**src/rtl/prog_clk_div.sv**
```systemverilog
// Programmable clock divider: period and high time set at runtime through a
// valid/ready handshake, with new settings staged in a shadow until the next wrap.
module prog_clk_div #(
   parameter int unsigned WIDTH     = 16,
   parameter int unsigned DIV_INIT  = 3,
   parameter int unsigned HIGH_INIT = 1
) (
   input  logic             CLK_IN,
   input  logic             RST_N,
   input  logic             EN,
   input  logic             CFG_VALID,
   output logic             CFG_READY,
   input  logic [WIDTH-1:0] CFG_DIV,
   input  logic [WIDTH-1:0] CFG_HIGH,
   output logic             CLK_OUT,
   output logic             TICK,
   output logic             ERR
);

   typedef enum logic [1:0] {
      IDLE = 2'd0,
      RUN  = 2'd1,
      PEND = 2'd2
   } state_t;

   localparam logic [WIDTH-1:0] DIV_RST  = WIDTH'(DIV_INIT);
   localparam logic [WIDTH-1:0] HIGH_RST = WIDTH'(HIGH_INIT);

   state_t           state_q, state_d;
   logic [WIDTH-1:0] div_q, div_d;
   logic [WIDTH-1:0] high_q, high_d;
   logic [WIDTH-1:0] sdiv_q, sdiv_d;
   logic [WIDTH-1:0] shigh_q, shigh_d;
   logic [WIDTH-1:0] cnt_q, cnt_d;
   logic             clk_q, clk_d;
   logic             tick_q, tick_d;
   logic             err_q, err_d;

   logic             hs;
   logic             cfg_ok;
   logic             wrap;
   logic [WIDTH-1:0] cnt_inc;

   always_comb begin
      CFG_READY = (state_q != PEND);
      hs        = CFG_VALID && CFG_READY;
      cfg_ok    = (CFG_DIV >= WIDTH'(2)) && (CFG_HIGH != '0) && (CFG_HIGH < CFG_DIV);
      cnt_inc   = cnt_q + WIDTH'(1);
      wrap      = (cnt_q == div_q - WIDTH'(1));
   end

   always_comb begin
      state_d = state_q;
      div_d   = div_q;
      high_d  = high_q;
      sdiv_d  = sdiv_q;
      shigh_d = shigh_q;
      cnt_d   = cnt_q;
      clk_d   = clk_q;
      tick_d  = 1'b0;
      err_d   = err_q;

      // A rejected offer is still consumed; only the sticky flag records it.
      if (hs) begin
         err_d = !cfg_ok;
      end

      case (state_q)
         IDLE: begin
            if (hs && cfg_ok) begin
               div_d  = CFG_DIV;
               high_d = CFG_HIGH;
            end
            if (EN) begin
               state_d = RUN;
               cnt_d   = '0;
               clk_d   = 1'b1;
            end
         end
         RUN, PEND: begin
            if (!EN) begin
               state_d = IDLE;
               cnt_d   = '0;
               clk_d   = 1'b0;
               if (state_q == PEND) begin
                  div_d  = sdiv_q;
                  high_d = shigh_q;
               end
               if (hs && cfg_ok) begin
                  div_d  = CFG_DIV;
                  high_d = CFG_HIGH;
               end
            end else begin
               if (wrap) begin
                  cnt_d  = '0;
                  clk_d  = 1'b1;
                  tick_d = 1'b1;
                  // Promotion at the wrap edge keeps the outgoing period whole.
                  if (state_q == PEND) begin
                     div_d   = sdiv_q;
                     high_d  = shigh_q;
                     state_d = RUN;
                  end
               end else begin
                  cnt_d = cnt_inc;
                  clk_d = (cnt_inc < high_q);
               end
               if (hs && cfg_ok) begin
                  sdiv_d  = CFG_DIV;
                  shigh_d = CFG_HIGH;
                  state_d = PEND;
               end
            end
         end
         default: begin
            state_d = IDLE;
            cnt_d   = '0;
            clk_d   = 1'b0;
         end
      endcase
   end

   always_ff @(posedge CLK_IN or negedge RST_N) begin
      if (!RST_N) begin
         state_q <= IDLE;
         div_q   <= DIV_RST;
         high_q  <= HIGH_RST;
         sdiv_q  <= DIV_RST;
         shigh_q <= HIGH_RST;
         cnt_q   <= '0;
         clk_q   <= 1'b0;
         tick_q  <= 1'b0;
         err_q   <= 1'b0;
      end else begin
         state_q <= state_d;
         div_q   <= div_d;
         high_q  <= high_d;
         sdiv_q  <= sdiv_d;
         shigh_q <= shigh_d;
         cnt_q   <= cnt_d;
         clk_q   <= clk_d;
         tick_q  <= tick_d;
         err_q   <= err_d;
      end
   end

   assign CLK_OUT = clk_q;
   assign TICK    = tick_q;
   assign ERR     = err_q;

endmodule

```
**config.mk**
```make
export PLATFORM = sky130hd
export DESIGN_NAME = prog_clk_div
export DESIGN_NICKNAME = d
export VERILOG_FILES = /design/src/rtl/prog_clk_div.sv
export SDC_FILE = /design/constraint.sdc
export NUM_CORES = 1
export LEC_CHECK = 0
export ABC_AREA = 1
export CORE_UTILIZATION = 55
export DETAILED_ROUTE_END_ITERATION = 10
export MAX_ROUTING_LAYER = met4
export PLACE_DENSITY_LB_ADDON = 0.3
export SLEW_MARGIN = 5
export SYNTH_ARGS = -nofsm -noshare
export SYNTH_HDL_FRONTEND = slang
export SYNTH_SLANG_ARGS = --single-unit
```
**constraint.sdc**
```tcl
create_clock -name CLK_IN -period 2.7 [get_ports CLK_IN]
set_input_delay 0.54 -clock CLK_IN [delete_from_list [all_inputs] [get_ports CLK_IN]]
set_output_delay 0.54 -clock CLK_IN [all_outputs]
set_load 0.02 [all_outputs]
```
== Word level (Yosys, flattened, before mapping) ==
Cells that the tools add are included.
Widths: inputs -> output; s select.

* Reduce and logical (&&, ||, !) cells: 12
* Mux-type cells: 29
* $lt $le $gt $ge: 3
* Add/subtract/negate cells: 2
* Equal/unequal tests: 9

{| class="wikitable"
|+ Operators with widths
! kind !! count
|-
| $mux 16 || 13
|-
| $pmux 16 s2 || 3
|-
| $lt 16x16->1 || 2
|-
| $add 16x1->16 const B || 1
|-
| $eq 16x16->1 || 1
|-
| $ge 16x2->1 const B || 1
|-
| $reduce_bool 16->1 || 1
|-
| $sub 16x1->16 const B || 1
|-
| $mux 2 || 5
|-
| $reduce_and 3->1 || 3
|-
| $ne 4x4->1 const B || 2
|-
| $mux 1 || 6
|-
| $ne 2x2->1 const B || 3
|-
| $logic_and 1x1->1 || 4
|-
| $pmux 2 s2 || 1
|-
| $ne 3x3->1 const B || 1
|-
| $eq 2x1->1 const B || 1
|-
| $eq 2x2->1 const B || 1
|-
| $logic_not 2->1 || 1
|-
| $pmux 1 s2 || 1
|-
| $reduce_bool 2->1 || 1
|-
| $reduce_or 2->1 || 1
|-
| $logic_not 1->1 || 1
|}

* Register bits: 85

== Depth between registers and ports, before layout ==
* Depth after elaboration: 7
* Gate-level depth with buffers: 19
* Gate-level depth less buffers: 19

== Worst setup path before layout ==
Ideal clock, no wire load.

* Kind: flip-flop to flip-flop
* From: register cnt_q[1]
* To: register clk_q (netlist: CLK_OUT)
* Path buffers: 0
* Setup slack: 0.237 ns
* Setup time: 0.118 ns
* Clock period less this slack: 2.463 ns
* Cell stages (with the launch flop): 20
* Data arrival time: 2.345 ns
* Cells stage by stage: dfrtp_1 > ha_1 > nand2_1 > nor2_1 > nand3_1 > nor2_1 > nand2_1 > nor2_1 > nand2_1 > nor2_1 > xnor2_1 > inv_1 > ha_1 > nand4_1 > o221ai_1 > nor2_1 > nand2_1 > nand3_1 > nand3_1 > nand2_1

* Cells in the longest elaborated chain, start to end: 5

{| class="wikitable"
|+ RTL lines
! item !! line !! source
|-
| start, declared || 34 || <nowiki>logic [WIDTH-1:0] cnt_q, cnt_d;</nowiki>
|-
| start signal, assigned || 140 || <nowiki>cnt_q <= cnt_d;</nowiki>
|-
| $add 16x1->16 || 48 || <nowiki>cnt_inc = cnt_q + WIDTH'(1);</nowiki>
|-
| $lt 16x16->1 || 106 || <nowiki>clk_d = (cnt_inc < high_q);</nowiki>
|-
| $mux 1 (*) || 94 || <nowiki>if (wrap) begin</nowiki>
|-
| $mux 1 (*) || 81 || <nowiki>if (!EN) begin</nowiki>
|-
| $pmux 1 s2 (*) || 68 || <nowiki>case (state_q)</nowiki>
|-
| end signal, assigned || 141 || <nowiki>clk_q <= clk_d;</nowiki>
|-
| end, declared || 35 || <nowiki>logic clk_q, clk_d;</nowiki>
|}

Every way passes the cells marked *; elsewhere a longest branch is shown, timed or not.
A chain may end at the register's enable or synchronous reset.

== Worst setup path after layout ==
Same ends and word-level chain as after synthesis.

==> results.md <==
* Drt drc at 0
* Die Width at 107 um
* Max Buffers Root-to-Sink at 2
* Final instance area at 0.00734 mm2
* Synthesized instance count at 844
* Tightest Pin Transition at 0.479 ns
* Register area share after synthesis at 35.2%
* Worst endpoint data arrival time at 3.09 ns
* Max-Cap Viols at 0
* R2R cell count at 19
* Post-synthesis xor/xnor area fraction at 3.61%
* First-pass GRT wire length at 27,400 um
* Max-slew violation count at 0
* Worst skew pair latency at 0.38 ns
* Final nets at 1,002
* Failing checks: negative setup slack
* Reg-to-Reg Start: cnt_q[1]$_DFFE_PN0P_
* Top-area cell type share of the netlist area at 32.6%
* DP Cell Count at 1,050
* Most frequent cells in the layout: nand2_1 (259), inv_1 (114), dfrtp_1 (79)
* Die height at 107 um
* Worst R2R End: CLK_OUT$_DFFE_PN0P_
* Commonest non-fill, non-tap cell in the layout: nand2_1
* Ports at 40
* Achievable Freq at 355 MHz
* Routed len/inst at 15.6 um
* P&R area growth vs syn at 21.0%
* Status: complete, but fails checks
* Hold_ws at 0.110 ns
* Setup crit end kind: register
* Part of the cycle the worst path needs at 104%
* Avg Synthesized Cell Area at 7.18 um2
* Commonest register cell after synthesis: dfrtp_1
* Post-synth cell types at 42
* Post-route ant nets at 0
* Area of the mapped netlist at 0.00606 mm2
* Input/output buffers at 39
* GRT Util Overall at 32.0%
* Final wirelength at 16,700 um
* WS Path Type: reg -> reg
* Flop and latch count out of synthesis at 85
* Worst-path clk slew at 0.09 ns
* Initial antenna violation count at 0
* Inserted Diodes at 0
* Starting density of the core at 57.7%
* Compound-Gate Fraction of Synth Area at 9.78%
* Share of cells above drive strength 1 at 16.6%
* Vias per cell at 5.49
* Largest family of logic cells by synthesized area: simple AND/OR/NAND/NOR gates
* Dpl cell area at 0.00701 mm2
* RSZ-0062 raised after global routing: true
* Total CTS buffers at 9
* Peak VDD IR at 0.659 mV
* DP HPWL at 12,400 um
* P_leak at 0.00370 uW
* Final GP Congestion at 0.955
* Post-Synth Simple-Gate Area at 34.0%
* Final Power at 7560 uW
* Async SR Flop Fraction at 100%
* Largest net degree at the start of global routing at 54
* Mapped Nets at 916
* Final Hold Fails at 0
* Clk_skew at 0.0122 ns
* Register-to-Register Setup Slack at -0.12 ns
* PwrDens at 1030 mW/mm2
* YS warnings at 0
* Via Count at 5,879
* Cells taking the most area after synthesis: dfrtp_1 (33%), nand2_1 (16%), ha_1 (7.4%)
* Die area at 0.0114 mm2
* Post-synth EDFFs at 0
* Setup-failing EPs final at 1
* Layout fillers at 836
* Period minus WS final at 2.82 ns
* Slew headroom at 68.1%
* CP Data Required Time at 2.97 ns
* Slack of the critical path at -0.119 ns
* CTS Sinks at 85
* Vias in the first global route at 5,820
* H-Tree Depth at 3
* Gr ovfl total at 0
* Multi-input logic area at 0.00339 mm2
* Worst hold-check path type: in -> async
* Core area at 0.0105 mm2
* Max FO, Critical Path at 3
* Adder-Cell Fraction of Synth Area at 7.43%
* Root buffer cell: clkbuf_8
* CTS tree: yes
* Post-Route Utilization at 69.8%
* Layout Cells excl Fill at 1,071
* Num rows at 37
* Mux contribution to synthesized area at 0%
* Post-synth top area cell: dfrtp_1
* TritonRoute pass-1 iters at 5
* 1st-iter DRT viols at 451
* CP Launch Type: register
* Reg area at 0.00213 mm2
==> worst max-delay path: stages, from the launching register on <==
cell and delay [ns]:
dfrtp_1 0.37, ha_2 0.20, nand2_2 0.07, nor2_4 0.10
nand3_2 0.08, nor2_1 0.12, nand2_1 0.10, nor2_2 0.14
nand2_1 0.08, nor2_1 0.13, xnor2_1 0.15, inv_1 0.09
ha_1 0.29, nand4_1 0.16, nor3_2 0.21, o21ai_1 0.11
nand2_1 0.09, nand3_2 0.10, nand3_2 0.08, nand2_1 0.06
==> cells by family (layout without fill, tap and decap cells) <==
family          count (synthesis)  after routing
compound gates                112            112
xor+xnor                       25             25
simple gates                  437            437
fa+ha+maj                      36             36
flops                          85             85
buf+inv                       149            240
==> synth_stat cells (4+ instances only) <==
| cell type | count |
|---|---|
| nand2_1 | 260 |
| inv_1 | 114 |
| dfrtp_1 | 79 |
| o21ai_0 | 77 |
| nor2_1 | 55 |
| nand3_1 | 45 |
| ha_1 | 36 |
| nand3_2 | 32 |
| clkbuf_1 | 23 |
| xor2_1 | 17 |
| a21oi_1 | 16 |
| nand4_1 | 13 |
| o22ai_1 | 9 |
| xnor2_1 | 8 |
| dfstp_2 | 6 |
| nor2_2 | 6 |
| nor3_1 | 5 |
| nand3b_1 | 4 |
==> power by group <==
group          leakage (uW)  internal [uW]  total (uW)  switching, uW
Combinational       0.00253           1620        4280           2660
Sequential          0.00106           1840        2280            447
Clock              0.000107            517         995            478
==> state kept, by name, summed over array words and instances, names as in the netlist <==
signal,flops
high_q,16
ERR,1
shigh_q,16
state_q,2
cnt_q,16
div_q,16
CLK_OUT,1
TICK,1
sdiv_q,16
==> worst max path at each step <==
| stage | startpoint | to | slack (ns) | cells past startpoint |
|---|---|---|---|---|
| finish | cnt_q[1]$_DFFE_PN0P_ | CLK_OUT$_DFFE_PN0P_ | -0.12 | 19 |
| floorplan | cnt_q[1]$_DFFE_PN0P_ | CLK_OUT$_DFFE_PN0P_ | 0.24 | 19 |
| detailed placement | CFG_DIV[5] | shigh_q[3]$_DFFE_PN0N_ | -0.31 | 15 |
| CTS | cnt_q[1]$_DFFE_PN0P_ | CLK_OUT$_DFFE_PN0P_ | -0.09 | 19 |
| global route | cnt_q[0]$_DFFE_PN0P_ | CLK_OUT$_DFFE_PN0P_ | -0.27 | 19 |
| global placement | CFG_DIV[14] | div_q[15]$_DFFE_PN0P_ | -0.15 | 14 |
==> per-stage QoR <==
step | TNS, ns | setup WS [ns]
final | -0.119 | -0.119
after global routing | -0.331 | -0.269
after floorplan | 0 | 0.237
after detailed placement | -17.15 | -0.314
after global placement | -7.35 | -0.148
after CTS | -0.0945 | -0.0945
==> final cells by class <==
class                   count  area share [%]
repair buffers            106            13.4
clock inverters             5            1.02
multi-input cells         610            46.3
flip-flops and latches     85            29.1
well taps                 136            2.32
inverters                 118            6.11
clock buffers              11            1.79
==> metal layers <==
layer / vias up / wire length [um] / track usage, %
li1: 2862 / - / -
met3: 40 / 896 / 5.78
met1: 2779 / 7190 / 39.1
met5: - / 0 / -
met4: 0 / 573 / 14.3
met2: 198 / 8010 / 51.8
==> what timing repair did <==
item                       CTS  global route
setup endpoints to repair    1            66
hold buffers                 0             0
resized for setup            5            14
buffers inserted             2             3
pin swaps                    4            11
Note: power is estimated with default switching activity, not from simulation.
